<file path="config.mk">
export PLATFORM = sky130hd
export DESIGN_NAME = fp32_align_stage_flat
export DESIGN_NICKNAME = d
export VERILOG_FILES = /design/src/rtl/fp32_align_stage_if.sv /design/src/rtl/fp32_align_stage.sv /design/src/flat_wrapper.sv
export SDC_FILE = /design/constraint.sdc
export NUM_CORES = 1
export LEC_CHECK = 0
export CELL_PAD_IN_SITES_DETAIL_PLACEMENT = 2
export CELL_PAD_IN_SITES_GLOBAL_PLACEMENT = 2
export CORE_ASPECT_RATIO = 0.6
export CORE_MARGIN = 1
export CORE_UTILIZATION = 32
export CTS_BUF_LIST = sky130_fd_sc_hd__clkbuf_8
export DETAILED_ROUTE_END_ITERATION = 12
export GPL_TIMING_DRIVEN = 0
export PLACE_DENSITY_LB_ADDON = 0.1
export SLEW_MARGIN = 20
export SYNTH_ARGS = -nofsm -noshare
export SYNTH_HDL_FRONTEND = slang
export SYNTH_SLANG_ARGS = --single-unit
</file>
<file path="constraint.sdc">
create_clock -name clk -period 5.2 [get_ports clk]
set_clock_uncertainty 0.1 [all_clocks]
set_input_delay 1.04 -clock clk [delete_from_list [all_inputs] [get_ports clk]]
set_output_delay 1.04 -clock clk [all_outputs]
set_load 0.02 [all_outputs]
</file>
<file path="src/rtl/fp32_align_stage_if.sv">
// fp32_align_stage_if: operand channel in, aligned-operand channel out, each with valid/ready.
interface fp32_align_stage_if;
   localparam int unsigned DataW = 32;
   localparam int unsigned ExpW  = 8;

   logic             in_valid;
   logic             in_ready;
   logic [DataW-1:0] op_a;
   logic [DataW-1:0] op_b;
   logic             sub;
   logic             out_valid;
   logic             out_ready;
   logic [DataW-1:0] mant0;
   logic [DataW-1:0] mant1;
   logic             carry_in;
   logic [ExpW-1:0]  exp_out;
   logic             sign_out;
   logic             nan_out;
   logic             inf_out;

   modport master (
      output in_valid, op_a, op_b, sub, out_ready,
      input  in_ready, out_valid, mant0, mant1, carry_in, exp_out, sign_out, nan_out, inf_out
   );

   modport slave (
      input  in_valid, op_a, op_b, sub, out_ready,
      output in_ready, out_valid, mant0, mant1, carry_in, exp_out, sign_out, nan_out, inf_out
   );
endinterface

</file>
<file path="src/rtl/fp32_align_stage.sv">
// fp32_align_stage: two-stage binary32 add/sub operand swap, alignment and special-case flagging.
// Define FP_ALIGN_STICKY_EN to fold shifted-out bits into the sticky position (bit 3).
module fp32_align_stage (
   input logic               clk,
   input logic               rst,
   fp32_align_stage_if.slave bus
);
   localparam int unsigned ExpW  = 8;
   localparam int unsigned FracW = 23;
   localparam int unsigned MantW = 32;
   localparam int unsigned ShW   = 5;
   localparam logic [ExpW-1:0] ExpMax = '1;

   logic             s1_valid_q, s1_valid_d;
   logic             out_valid_q, out_valid_d;
   logic             s2_ready_c, in_ready_c, accept_c;

   logic [MantW-1:0] big_q, big_d;
   logic [MantW-1:0] small_q, small_d;
   logic [ShW-1:0]   shift_q, shift_d;
   logic [ExpW-1:0]  exp_q, exp_d;
   logic             eff_sub_q, eff_sub_d;
   logic             sign_q, sign_d;
   logic             nan_q, nan_d;
   logic             inf_q, inf_d;

   logic [MantW-1:0] mant0_q, mant0_d;
   logic [MantW-1:0] mant1_q, mant1_d;
   logic [ExpW-1:0]  exp_out_q, exp_out_d;
   logic             carry_q, carry_d;
   logic             sign_out_q, sign_out_d;
   logic             nan_out_q, nan_out_d;
   logic             inf_out_q, inf_out_d;

   logic [ExpW-1:0]  ea, eb, ea_adj, eb_adj, e_big, e_small, e_diff;
   logic [FracW-1:0] fa, fb;
   logic             sa, sb_eff, eff_sub_c, a_big, mag_eq;
   logic             a_nan, b_nan, a_inf, b_inf;
   logic [MantW-1:0] aligned;
`ifdef FP_ALIGN_STICKY_EN
   logic [2*MantW-1:0] wide;
   logic               sticky;
`endif

   // Elastic handshake: each stage loads when its downstream is empty or draining
   always_comb begin
      s2_ready_c  = ~out_valid_q | bus.out_ready;
      in_ready_c  = ~s1_valid_q | s2_ready_c;
      accept_c    = bus.in_valid & in_ready_c;
      s1_valid_d  = in_ready_c ? accept_c : s1_valid_q;
      out_valid_d = s2_ready_c ? s1_valid_q : out_valid_q;
   end

   // S1: classify, order by magnitude, compute shift and result exponent/sign/flags
   always_comb begin
      sa        = bus.op_a[31];
      sb_eff    = bus.op_b[31] ^ bus.sub;
      eff_sub_c = sa ^ sb_eff;
      ea        = bus.op_a[30:23];
      eb        = bus.op_b[30:23];
      fa        = bus.op_a[22:0];
      fb        = bus.op_b[22:0];
      ea_adj    = (ea == '0) ? ExpW'(1) : ea;
      eb_adj    = (eb == '0) ? ExpW'(1) : eb;
      a_big     = bus.op_a[30:0] >= bus.op_b[30:0];
      mag_eq    = bus.op_a[30:0] == bus.op_b[30:0];
      e_big     = a_big ? ea_adj : eb_adj;
      e_small   = a_big ? eb_adj : ea_adj;
      e_diff    = e_big - e_small;
      a_nan     = (ea == ExpMax) && (fa != '0);
      b_nan     = (eb == ExpMax) && (fb != '0);
      a_inf     = (ea == ExpMax) && (fa == '0);
      b_inf     = (eb == ExpMax) && (fb == '0);

      big_d     = a_big ? {2'b00, |ea, fa, 6'b000000} : {2'b00, |eb, fb, 6'b000000};
      small_d   = a_big ? {2'b00, |eb, fb, 6'b000000} : {2'b00, |ea, fa, 6'b000000};
      shift_d   = (e_diff > ExpW'(31)) ? '1 : e_diff[ShW-1:0];
      exp_d     = e_big;
      eff_sub_d = eff_sub_c;
      // Exact cancellation always yields +0
      sign_d    = (eff_sub_c && mag_eq) ? 1'b0 : (a_big ? sa : sb_eff);
      nan_d     = a_nan | b_nan | (a_inf & b_inf & eff_sub_c);
      inf_d     = (a_inf | b_inf) & ~nan_d;
   end

   // S2: align the smaller mantissa, then invert for effective subtraction
   always_comb begin
`ifdef FP_ALIGN_STICKY_EN
      wide    = {small_q, MantW'(0)} >> shift_q;
      sticky  = |wide[MantW+3:0];
      aligned = {wide[2*MantW-1:MantW+4], sticky, 3'b000};
`else
      aligned = (small_q >> shift_q) & ~MantW'(15);
`endif
      mant0_d    = big_q;
      mant1_d    = eff_sub_q ? ~aligned : aligned;
      carry_d    = eff_sub_q;
      exp_out_d  = exp_q;
      sign_out_d = sign_q;
      nan_out_d  = nan_q;
      inf_out_d  = inf_q;
   end

   always_ff @(posedge clk) begin
      if (rst) begin
         s1_valid_q  <= 1'b0;
         out_valid_q <= 1'b0;
         big_q       <= '0;
         small_q     <= '0;
         shift_q     <= '0;
         exp_q       <= '0;
         eff_sub_q   <= 1'b0;
         sign_q      <= 1'b0;
         nan_q       <= 1'b0;
         inf_q       <= 1'b0;
         mant0_q     <= '0;
         mant1_q     <= '0;
         exp_out_q   <= '0;
         carry_q     <= 1'b0;
         sign_out_q  <= 1'b0;
         nan_out_q   <= 1'b0;
         inf_out_q   <= 1'b0;
      end else begin
         s1_valid_q  <= s1_valid_d;
         out_valid_q <= out_valid_d;
         if (accept_c) begin
            big_q     <= big_d;
            small_q   <= small_d;
            shift_q   <= shift_d;
            exp_q     <= exp_d;
            eff_sub_q <= eff_sub_d;
            sign_q    <= sign_d;
            nan_q     <= nan_d;
            inf_q     <= inf_d;
         end
         if (s2_ready_c && s1_valid_q) begin
            mant0_q    <= mant0_d;
            mant1_q    <= mant1_d;
            exp_out_q  <= exp_out_d;
            carry_q    <= carry_d;
            sign_out_q <= sign_out_d;
            nan_out_q  <= nan_out_d;
            inf_out_q  <= inf_out_d;
         end
      end
   end

   assign bus.in_ready  = in_ready_c;
   assign bus.out_valid = out_valid_q;
   assign bus.mant0     = mant0_q;
   assign bus.mant1     = mant1_q;
   assign bus.carry_in  = carry_q;
   assign bus.exp_out   = exp_out_q;
   assign bus.sign_out  = sign_out_q;
   assign bus.nan_out   = nan_out_q;
   assign bus.inf_out   = inf_out_q;
endmodule

</file>
<file path="src/flat_wrapper.sv">
// flat-port wrapper written by rule: the top's interface ports become plain ports
module fp32_align_stage_flat 
  (clk, rst, bus_in_valid, bus_op_a, bus_op_b, bus_sub, bus_out_ready, bus_in_ready, bus_out_valid, bus_mant0, bus_mant1, bus_carry_in, bus_exp_out, bus_sign_out, bus_nan_out, bus_inf_out);
  fp32_align_stage_if bus_i ();
  input logic clk;
  input logic rst;
  input wire logic [$bits(bus_i.in_valid)-1:0] bus_in_valid;
  input wire logic [$bits(bus_i.op_a)-1:0] bus_op_a;
  input wire logic [$bits(bus_i.op_b)-1:0] bus_op_b;
  input wire logic [$bits(bus_i.sub)-1:0] bus_sub;
  input wire logic [$bits(bus_i.out_ready)-1:0] bus_out_ready;
  output wire logic [$bits(bus_i.in_ready)-1:0] bus_in_ready;
  output wire logic [$bits(bus_i.out_valid)-1:0] bus_out_valid;
  output wire logic [$bits(bus_i.mant0)-1:0] bus_mant0;
  output wire logic [$bits(bus_i.mant1)-1:0] bus_mant1;
  output wire logic [$bits(bus_i.carry_in)-1:0] bus_carry_in;
  output wire logic [$bits(bus_i.exp_out)-1:0] bus_exp_out;
  output wire logic [$bits(bus_i.sign_out)-1:0] bus_sign_out;
  output wire logic [$bits(bus_i.nan_out)-1:0] bus_nan_out;
  output wire logic [$bits(bus_i.inf_out)-1:0] bus_inf_out;
  assign bus_i.in_valid = bus_in_valid;
  assign bus_i.op_a = bus_op_a;
  assign bus_i.op_b = bus_op_b;
  assign bus_i.sub = bus_sub;
  assign bus_i.out_ready = bus_out_ready;
  assign bus_in_ready = bus_i.in_ready;
  assign bus_out_valid = bus_i.out_valid;
  assign bus_mant0 = bus_i.mant0;
  assign bus_mant1 = bus_i.mant1;
  assign bus_carry_in = bus_i.carry_in;
  assign bus_exp_out = bus_i.exp_out;
  assign bus_sign_out = bus_i.sign_out;
  assign bus_nan_out = bus_i.nan_out;
  assign bus_inf_out = bus_i.inf_out;
  fp32_align_stage u_core (.clk(clk), .rst(rst), .bus(bus_i));
endmodule
</file>
Yosys cells after proc, flatten, opt, wreduce, memory -nomap -nowiden
Cells that the tools add are included.
{ "totals": {"inputBits": 69, "elab_cells": 63, "ff_bits": 159} }
{ "op_classes": {"n_reduce_logical": 14, "addsub": 1, "n_mux": 10, "bitwise": 15, "n_shift": 1, "order_cmp": 2, "eq_ne": 3} }
{ "ops": {"columns": ["op", "n"], "rows": [
  ["$mux 30", 2],
  ["$logic_not 23->1", 2],
  ["$reduce_bool 23->1", 2],
  ["$mux 32", 1],
  ["$mux 8", 4],
  ["$not 32->32", 1],
  ["$shr 32x5->32", 1],
  ["$eq 31x31->1", 1],
  ["$ge 31x31->1", 1],
  ["$eq 8x8->1 const B", 2],
  ["$logic_not 8->1", 2],
  ["$reduce_or 8->1", 2],
  ["$gt 8x5->1 const B", 1],
  ["$sub 8x8->8", 1],
  ["$logic_and 1x1->1", 6],
  ["$mux 5", 1],
  ["$or 1x1->1", 5],
  ["$and 1x1->1", 4],
  ["$not 1->1", 3],
  ["$mux 1", 2],
  ["$xor 1x1->1", 2]
]} }

Longest topological paths before layout
Gate-level depths: netlist (run 1).
{ "depth": {"ltp_word": 7, "ltp_mapped": 19, "mapped_depth_nobuf": 17} }

Least setup slack after synthesis (run 1)
Ideal clock, no wire load.
{ "synth_timing": {"path_kind": "in2reg", "start": "in bus_op_b[28]", "end": "reg u_core.shift_q[0]", "arrival_ns": 4.595, "setup_ns": 0.137, "required_time_ns": 4.963, "n_path_buf": 2, "path_slack_ns": 0.368, "path_stages": 17, "path_cell_list": "inv_1 -> ha_1 -> a21o_1 -> a21o_1 -> a221o_1 -> a211o_4 -> nor2_4 -> buf_2 -> buf_2 -> mux2i_1 -> ha_1 -> fa_1 -> a41oi_1 -> nand2_1 -> o32ai_2 -> xor2_2 -> a311oi_1"} }
{ "synth_between": {"elab_chain_cells": 6, "word_cells_on_any_way": 8, "cone_classes": "add/sub (1); order compare (2); mux (4); reduce/logical (1)"} }
{ "synth_rtl": {"columns": ["item", "line_no", "source"], "rows": [
  ["start, declared", "flat_wrapper.sv:9", "input wire logic [$bits(bus_i.op_b)-1:0] bus_op_b;"],
  ["branches (longest 3 deep; another with $ge 31x31->1)", null, null],
  ["$sub 8x8->8 *", "fp32_align_stage.sv:69", "e_diff = e_big - e_small;"],
  ["$gt 8x5->1", "fp32_align_stage.sv:77", "shift_d = (e_diff > ExpW'(31)) ? '1 : e_diff[ShW-1:0];"],
  ["$mux 5 *", "fp32_align_stage.sv:77", null],
  ["end signal, assigned", "fp32_align_stage.sv:129", "shift_q <= shift_d;"],
  ["end, declared", "fp32_align_stage.sv:20", "logic [ShW-1:0] shift_q, shift_d;"]
]} }
Every way passes the cells marked *.
A chain may end at the register's enable or synchronous reset.

Final worst setup path (run 1)
{ "layout_timing": {"start": "in bus_op_b[17]", "end": "reg u_core.shift_q[1]"} }
{ "layout_between": {"elab_chain_cells": 5, "word_cells_on_any_way": 6, "cone_classes": "add/sub (1); order compare (2); mux (3)"} }
{ "layout_rtl": {"columns": ["item", "line_no", "source"], "rows": [
  ["$ge 31x31->1 *", "fp32_align_stage.sv:65", "a_big = bus.op_a[30:0] >= bus.op_b[30:0];"],
  ["$mux 8, on equally long branches", "fp32_align_stage.sv:67, fp32_align_stage.sv:68", null],
  ["$sub 8x8->8 *", "fp32_align_stage.sv:69", null],
  ["$gt 8x5->1", "fp32_align_stage.sv:77", null],
  ["$mux 5 *", "fp32_align_stage.sv:77", null]
]} }
Every way passes the cells marked *; elsewhere a longest branch is shown, timed or not.

==> PnR_summary.wiki, run 1 <==
{| class="wikitable"
! Metric !! Value
|-
| Routability-driven placement congestion ratio || 0.888
|-
| FF-to-FF setup slack || 2.16 ns
|-
| Routed vias/inst || 5.61
|-
| Reg-to-reg critical path startpoint || u_core.shift_q[1]
|-
| Final Slew Violations || 0
|-
| Worst setup endpoint || u_core.shift_q[1]
|-
| Post-Syn Area || 7990 sq um
|-
| Total clock buffers created by CTS || 17
|-
| Worst Setup End Kind || flop
|-
| Max cap viols || 0
|-
| Std-Cell Core Area || 24300 sq um
|-
| Post-synth ARST share || 0%
|-
| Number of synthesized flops with an enable pin || 0
|-
| TritonCTS clock tree || built
|-
| Rel. slew slack || 43.1%
|-
| Share of the clock period used by the worst path || 98.5%
|-
| Total number of H-tree levels || 4
|-
| Post-detail-place hpwl || 29200 um
|-
| Cells after Synth || 1017
|-
| Longest Clk Path Bufs || 2
|-
| Launching element type of the critical path || input pin
|-
| Worst reg2reg endpoint || u_core.bus.mant1[6]
|-
| Total routing usage reported by global routing || 29.6%
|-
| Count of synthesis-stage warnings from yosys || 0
|-
| Number of ports placed on the die boundary || 147
|-
| Slew of the pin with the lowest slew margin || 0.853 ns
|-
| Final period demand of the worst path || 5.12 ns
|-
| Leakage power of the design || 4.15 nW
|-
| Maximum number of pins on one net before global-route repair || 17
|-
| Total power density per cell area || 292 nW/um^2
|-
| Number of register bits inferred by synthesis || 129
|-
| Number of port buffers || 137
|-
| Site row count || 44
|-
| Worst min path class || reg2reg
|-
| Full die area || 25600 sq um
|-
| VDD IR-drop max || 193 uV
|-
| Via count || 8521
|-
| Total clock sinks || 129
|-
| Worst Path Max Fanout || 6
|-
| Height of the die || 124 um
|-
| Clk Latency, worst-skew pair || 0.50 ns
|-
| Nets@finish || 1293
|-
| Cell chosen for the clock root || clkbuf_8
|-
| Number of antenna violations at the first check in global routing || 0
|-
| WL final || 37200 um
|-
| FMAX || 195 MHz
|-
| Layout cell share with drive strength beyond 1 || 9.43%
|-
| Worst hold slack across all endpoints || 0.358 ns
|-
| Horizontal die dimension || 206 um
|-
| Sequential cell area fraction in the yosys report || 32.3%
|-
| Initial cell density of the core || 32.9%
|-
| Result of the run || complete, no violations
|-
| Routed WL per cell || 24.5 um
|-
| Antenna Diode Count || 0
|-
| Critical path launch point || bus_op_b[17]
|-
| Number of design-rule violations left by the first detailed-router iteration || 563
|-
| Worst r2r path cells || 10
|-
| Count of hold-fix buffers inserted at cts || 0
|-
| Power after layout || 3.04 mW
|-
| Detailed Routing Iterations Pass 1 || 5
|-
| Number of hold-slack violations in the final timing report || 0
|-
| Data arrival time of the critical path || 5.42 ns
|-
| Final Setup Violations || 0
|-
| WP data required || 5.50 ns
|-
| Remaining global-route overflow || 0
|-
| Number of distinct library cells after synthesis || 58
|-
| Number of global-route vias before repair || 8950
|-
| Post-synthesis to final-layout area growth || 30.3%
|-
| First-pass GRT wire length || 56200 um
|-
| Register clock-pin slew on the reported worst setup and hold paths || 0.08 ns
|-
| ANT nets after route || 0
|-
| Path type of the worst setup path || in2reg
|-
| Synthesized area per cell || 7.86 sq um
|-
| Post-synth top flop || dfxtp_1
|-
| Number of DRC violations after detailed routing || 0
|-
| Unrepaired setup endpoints after global routing || false
|}
through the flow:
stage / util (%) / area [sq um] / setup slack (ns) / setup TNS, ns / std cells
finish: 42.8 / 10400 / 0.0767 / 0 / 1520
global route: 42.8 / 10400 / 0.00239 / 0 / 1520
CTS: 42.3 / 10300 / 0.0163 / 0 / 1517
detailed placement: 40.3 / 9790 / -1.33 / -6.57 / 1483
global placement: 40.3 / 9790 / -1.21 / -5.97 / 1483
floorplan: - / 8020 / 0.368 / 0 / 1024
synth_stat cells (13+ instances only):
master      n  area (sq um)
a21oi_1    78           390
xnor2_1    19           166
dfxtp_1   129          2580
a311oi_1   55           482
ha_1       38           475
mux4_2     13           293
a211oi_1   28           210
buf_4      15           113
clkbuf_1   68           255
mux2i_1    31           310
o21ai_0    69           345
xor2_1     14           123
nand2_1   177           664
nor2_1    105           394
nor3_1     13          65.1
inv_1      43           161
final cells by class:
type,count,area (sq um)
clock buffers,19,262
clock inverters,13,125
fillers,2815,13900
repair buffers,142,1460
flip-flops and latches,129,2580
well taps,322,403
multi-input cells,758,4970
inverters,43,161
plain buffers,94,459
logic make-up (layout without fill, tap and decap cells):
logic type,Yosys count,in the layout,synth area share (%)
simple gates,356,356,19.5
compound gates,265,265,21.6
buf+inv,137,311,7.29
flops,129,129,32.3
mux,56,56,9.23
fa+ha+maj,39,39,6.20
xor+xnor,34,34,3.82
other cells,1,8,0.0469
flip-flops by register name (all words and copies together) (netlist names), 5 cells and up:
signal              flops
u_core.big_q           24
u_core.bus.exp_out      8
u_core.bus.mant0       24
u_core.bus.mant1       27
u_core.exp_out_d        8
u_core.shift_q          5
u_core.small_q         24
layout by cell type (no fill, tap or decap), types with 28 or more instances in the layout:
| master | count |
|---|---|
| ha_1 | 36 |
| nor2_1 | 105 |
| clkdlybuf4s50_1 | 100 |
| o21ai_0 | 67 |
| inv_1 | 44 |
| clkbuf_1 | 68 |
| nand2_1 | 177 |
| dfxtp_1 | 129 |
| a21oi_1 | 77 |
| a311oi_1 | 53 |
| a211oi_1 | 28 |
where the power goes:
group	leakage [nW]	total (mW)	internal [mW]	switching, mW
clock	0.193	0.895	0.410	0.484
combinational	2.90	1.02	0.401	0.617
sequential	1.06	1.13	1.06	0.0706
total	4.15	3.04	1.87	1.17
critical path: stages:
cell             delay (ns)
clkdlybuf4s15_1        0.37
inv_1                  0.10
ha_1                   0.33
and4_1                 0.28
nor4bb_4               0.19
a221o_1                0.35
a211o_4                0.37
nor2_4                 0.16
mux2_2                 0.44
ha_1                   0.25
fa_2                   0.39
nand2b_1               0.16
o311a_1                0.14
a21oi_2                0.16
o32ai_2                0.11
xor2_2                 0.16
buf_4                  0.17
a311oi_1               0.23
what timing repair did:
item | 4_1_cts | 5_1_grt
pin swaps | 2 | 4
setup buffers | 2 | 3
gates resized for setup | 30 | 41
setup endpoints to repair | 5 | 5
per-layer routing:
layer | wire length [um] | global-route usage (%)
met3 | 3210 | 10.2
met4 | 373 | 6.49
met1 | 19200 | 45.4
met2 | 14400 | 38.6
met5 | 40 | 1.19
worst min-delay path by stage:
stage | from | endpoint | slack [ns] | cells past startpoint
after detailed placement | u_core.bus.mant1[7] | u_core.bus.mant1[7] | 0.35 | 2
after global placement | u_core.bus.mant1[8] | u_core.bus.mant1[8] | 0.34 | 2
final | u_core.bus.mant1[7] | u_core.bus.mant1[7] | 0.36 | 2
after global routing | u_core.bus.mant1[13] | u_core.bus.mant1[13] | 0.39 | 2
after floorplan | u_core.big_q[29] | u_core.big_q[29] | 0.33 | 2
after CTS | u_core.bus.mant1[4] | u_core.bus.mant1[4] | 0.36 | 2
Note: power is estimated with default switching activity, not from simulation.
==> inputs of run 2 (changes only) <==
--- a/config.mk
+++ b/config.mk
@@ -8,7 +8,7 @@
 export CELL_PAD_IN_SITES_DETAIL_PLACEMENT = 2
 export CELL_PAD_IN_SITES_GLOBAL_PLACEMENT = 2
 export CORE_ASPECT_RATIO = 0.6
-export CORE_MARGIN = 1
+export CORE_MARGIN = 2
 export CORE_UTILIZATION = 32
 export CTS_BUF_LIST = sky130_fd_sc_hd__clkbuf_8
 export DETAILED_ROUTE_END_ITERATION = 12
==> PnR_summary.wiki, run 2 (synthesis gave the netlist of run 1 again) <==
{| class="wikitable"
! Metric !! Value
|-
| Result of the run || complete, no violations
|-
| Initial cell density of the core || 32.9%
|-
| Clk Latency, worst-skew pair || 0.49 ns
|-
| Most common cell after layout, fill and taps aside || nand2_1
|-
| Total routing usage reported by global routing || 28.5%
|-
| Worst reg2reg endpoint || u_core.bus.mant1[6]
|-
| Worst Setup End Kind || flop
|-
| Total clock sinks || 129
|-
| Number of global-route vias before repair || 8840
|-
| Worst Path Max Fanout || 10
|-
| Post-detail-place hpwl || 29200 um
|-
| Number of port buffers || 137
|-
| TritonCTS clock tree || built
|-
| Sw frac || 38.3%
|-
| Combinational power share || 34.0%
|-
| Reg-to-reg critical path startpoint || u_core.shift_q[1]
|-
| Data arrival time of the critical path || 5.30 ns
|-
| First-pass GRT wire length || 56200 um
|-
| Proportion of power drawn by the clock network || 28.3%
|-
| Internal power contribution || 1.85 mW
|-
| Path type of the worst setup path || in2reg
|-
| Number of antenna violations at the first check in global routing || 0
|-
| Final Setup Violations || 0
|-
| Final Non-Filler Cells || 1520
|-
| Full die area || 26300 sq um
|-
| Number of flip-flops under the largest register name || 27
|-
| Total number of H-tree levels || 4
|-
| ANT nets after route || 0
|-
| Worst min path class || reg2reg
|-
| Register clock-pin slew on the reported worst setup and hold paths || 0.08 ns
|-
| FMAX || 197 MHz
|-
| Worst r2r path cells || 10
|-
| Longest Clk Path Bufs || 2
|-
| Std-Cell Core Area || 24300 sq um
|-
| Final-layout setup total negative slack || 0 ns
|-
| WL final || 37000 um
|-
| Critical path launch point || bus_op_b[18]
|-
| Total power density per cell area || 288 nW/um^2
|-
| Nets@finish || 1293
|-
| Unrepaired setup endpoints after global routing || false
|-
| Count of hold-fix buffers inserted at cts || 0
|-
| Height of the die || 126 um
|-
| Final Slew Violations || 0
|-
| Cell chosen for the clock root || clkbuf_8
|-
| Most frequent cells in the layout || nand2_1, dfxtp_1, nor2_1
|-
| Share of the clock period used by the worst path || 97.6%
|-
| Horizontal die dimension || 208 um
|-
| Routed WL per cell || 24.3 um
|-
| Fin area || 10400 sq um
|-
| Number of DRC violations after detailed routing || 0
|-
| Number of design-rule violations left by the first detailed-router iteration || 817
|-
| Site row count || 44
|-
| Antenna Diode Count || 0
|-
| Rel. slew slack || 43.8%
|-
| Cell area reported after detailed placement || 9790 sq um
|-
| WP data required || 5.43 ns
|-
| Slew of the pin with the lowest slew margin || 0.844 ns
|-
| Psw || 1.14 mW
|-
| Final period demand of the worst path || 5.07 ns
|-
| Number of hold-slack violations in the final timing report || 0
|-
| Placed cell count || 1483
|-
| Routed vias/inst || 5.66
|-
| Part of the power in registers || 37.7%
|-
| Via count || 8607
|-
| FF-to-FF setup slack || 2.11 ns
|-
| Max cap viols || 0
|-
| VDD IR-drop max || 159 uV
|-
| Routability-driven placement congestion ratio || 0.877
|-
| Remaining global-route overflow || 0
|-
| Launching element type of the critical path || input pin
|-
| Leakage power of the design || 4.13 nW
|-
| Layout cell share with drive strength beyond 1 || 9.18%
|-
| Maximum number of pins on one net before global-route repair || 17
|-
| Detailed Routing Iterations Pass 1 || 5
|-
| Number of ports placed on the die boundary || 147
|-
| Worst setup endpoint || u_core.shift_q[1]
|-
| Post-synthesis to final-layout area growth || 29.9%
|-
| Total clock buffers created by CTS || 17
|}
## run 2: layout make-up
cell class	count	area, sq um
Clock inverter	14	116
Clock buffer	18	248
Tap cell	322	403
Buffer	94	455
Inverter	43	161
Sequential cell	129	2580
Timing Repair Buffer	142	1450
Fill cell	2870	13900
Multi-Input combinational cell	758	4970
## run 2: what timing repair did
item | 4_1_cts | 5_1_grt
hold endpoints to repair | 0 | 0
buffers inserted | 3 | 2
resized for setup | 26 | 43
pin swaps | 2 | 3
endpoints found under the setup margin | 5 | 5
## run 2: power by group through the flow
stage	clock [mW]	sequential, mW	combinational, mW
final	0.846	1.13	1.02
after global placement	0	1.14	0.926
after floorplan	0	1.15	0.563
after detailed placement	0	1.15	0.950
after global routing	0.917	1.14	1.10
after CTS	0.863	1.12	0.977
## run 2: critical path, stage by stage
cell           delay (ns)
dlygate4sd2_1        0.35
inv_1                0.08
ha_1                 0.33
and4_1               0.30
nor4bb_4             0.20
a221o_1              0.34
a211o_4              0.36
nor2_4               0.15
buf_12               0.16
mux2_2               0.41
ha_2                 0.34
o21a_1               0.18
o21ai_0              0.20
nand2_1              0.12
o32ai_4              0.34
xor2_4               0.27
a311oi_2             0.13
## run 2: stage by stage
| stage | utilization [%] | power, mW | hold slack, ns | setup slack [ns] |
|---|---|---|---|---|
| 2_1_floorplan | - | 1.71 | 0.332 | 0.368 |
| 3_3_place_gp | 40.3 | 2.07 | 0.344 | -1.23 |
| 3_5_place_dp | 40.3 | 2.10 | 0.351 | -1.35 |
| 4_1_cts | 42.1 | 2.96 | 0.366 | 0.00784 |
| 5_1_grt | 42.7 | 3.15 | 0.386 | 0.0170 |
| 6_report | 42.7 | 2.99 | 0.362 | 0.127 |
## run 2: worst min path at each step
stage / from / depth (start not counted) / endpoint
floorplan: u_core.big_q[29] / 2 / u_core.big_q[29]
global placement: u_core.bus.inf_out / 2 / u_core.bus.inf_out
detailed placement: u_core.bus.mant0[26] / 2 / u_core.bus.mant0[26]
CTS: u_core.bus.mant0[26] / 2 / u_core.bus.mant0[26]
global route: u_core.bus.mant0[26] / 2 / u_core.bus.mant0[26]
finish: u_core.bus.mant0[15] / 2 / u_core.bus.mant0[15]
## run 2: layer usage
| metal | up-vias | GRT usage (%) | share of wire, % |
|---|---|---|---|
| li1 | 3931 | - | - |
| met1 | 4361 | 44.2 | 52 |
| met2 | 285 | 38.6 | 39 |
| met3 | 30 | 8.20 | 8.2 |
| met4 | 0 | 4.96 | 0.90 |
| met5 | - | 0 | 0 |
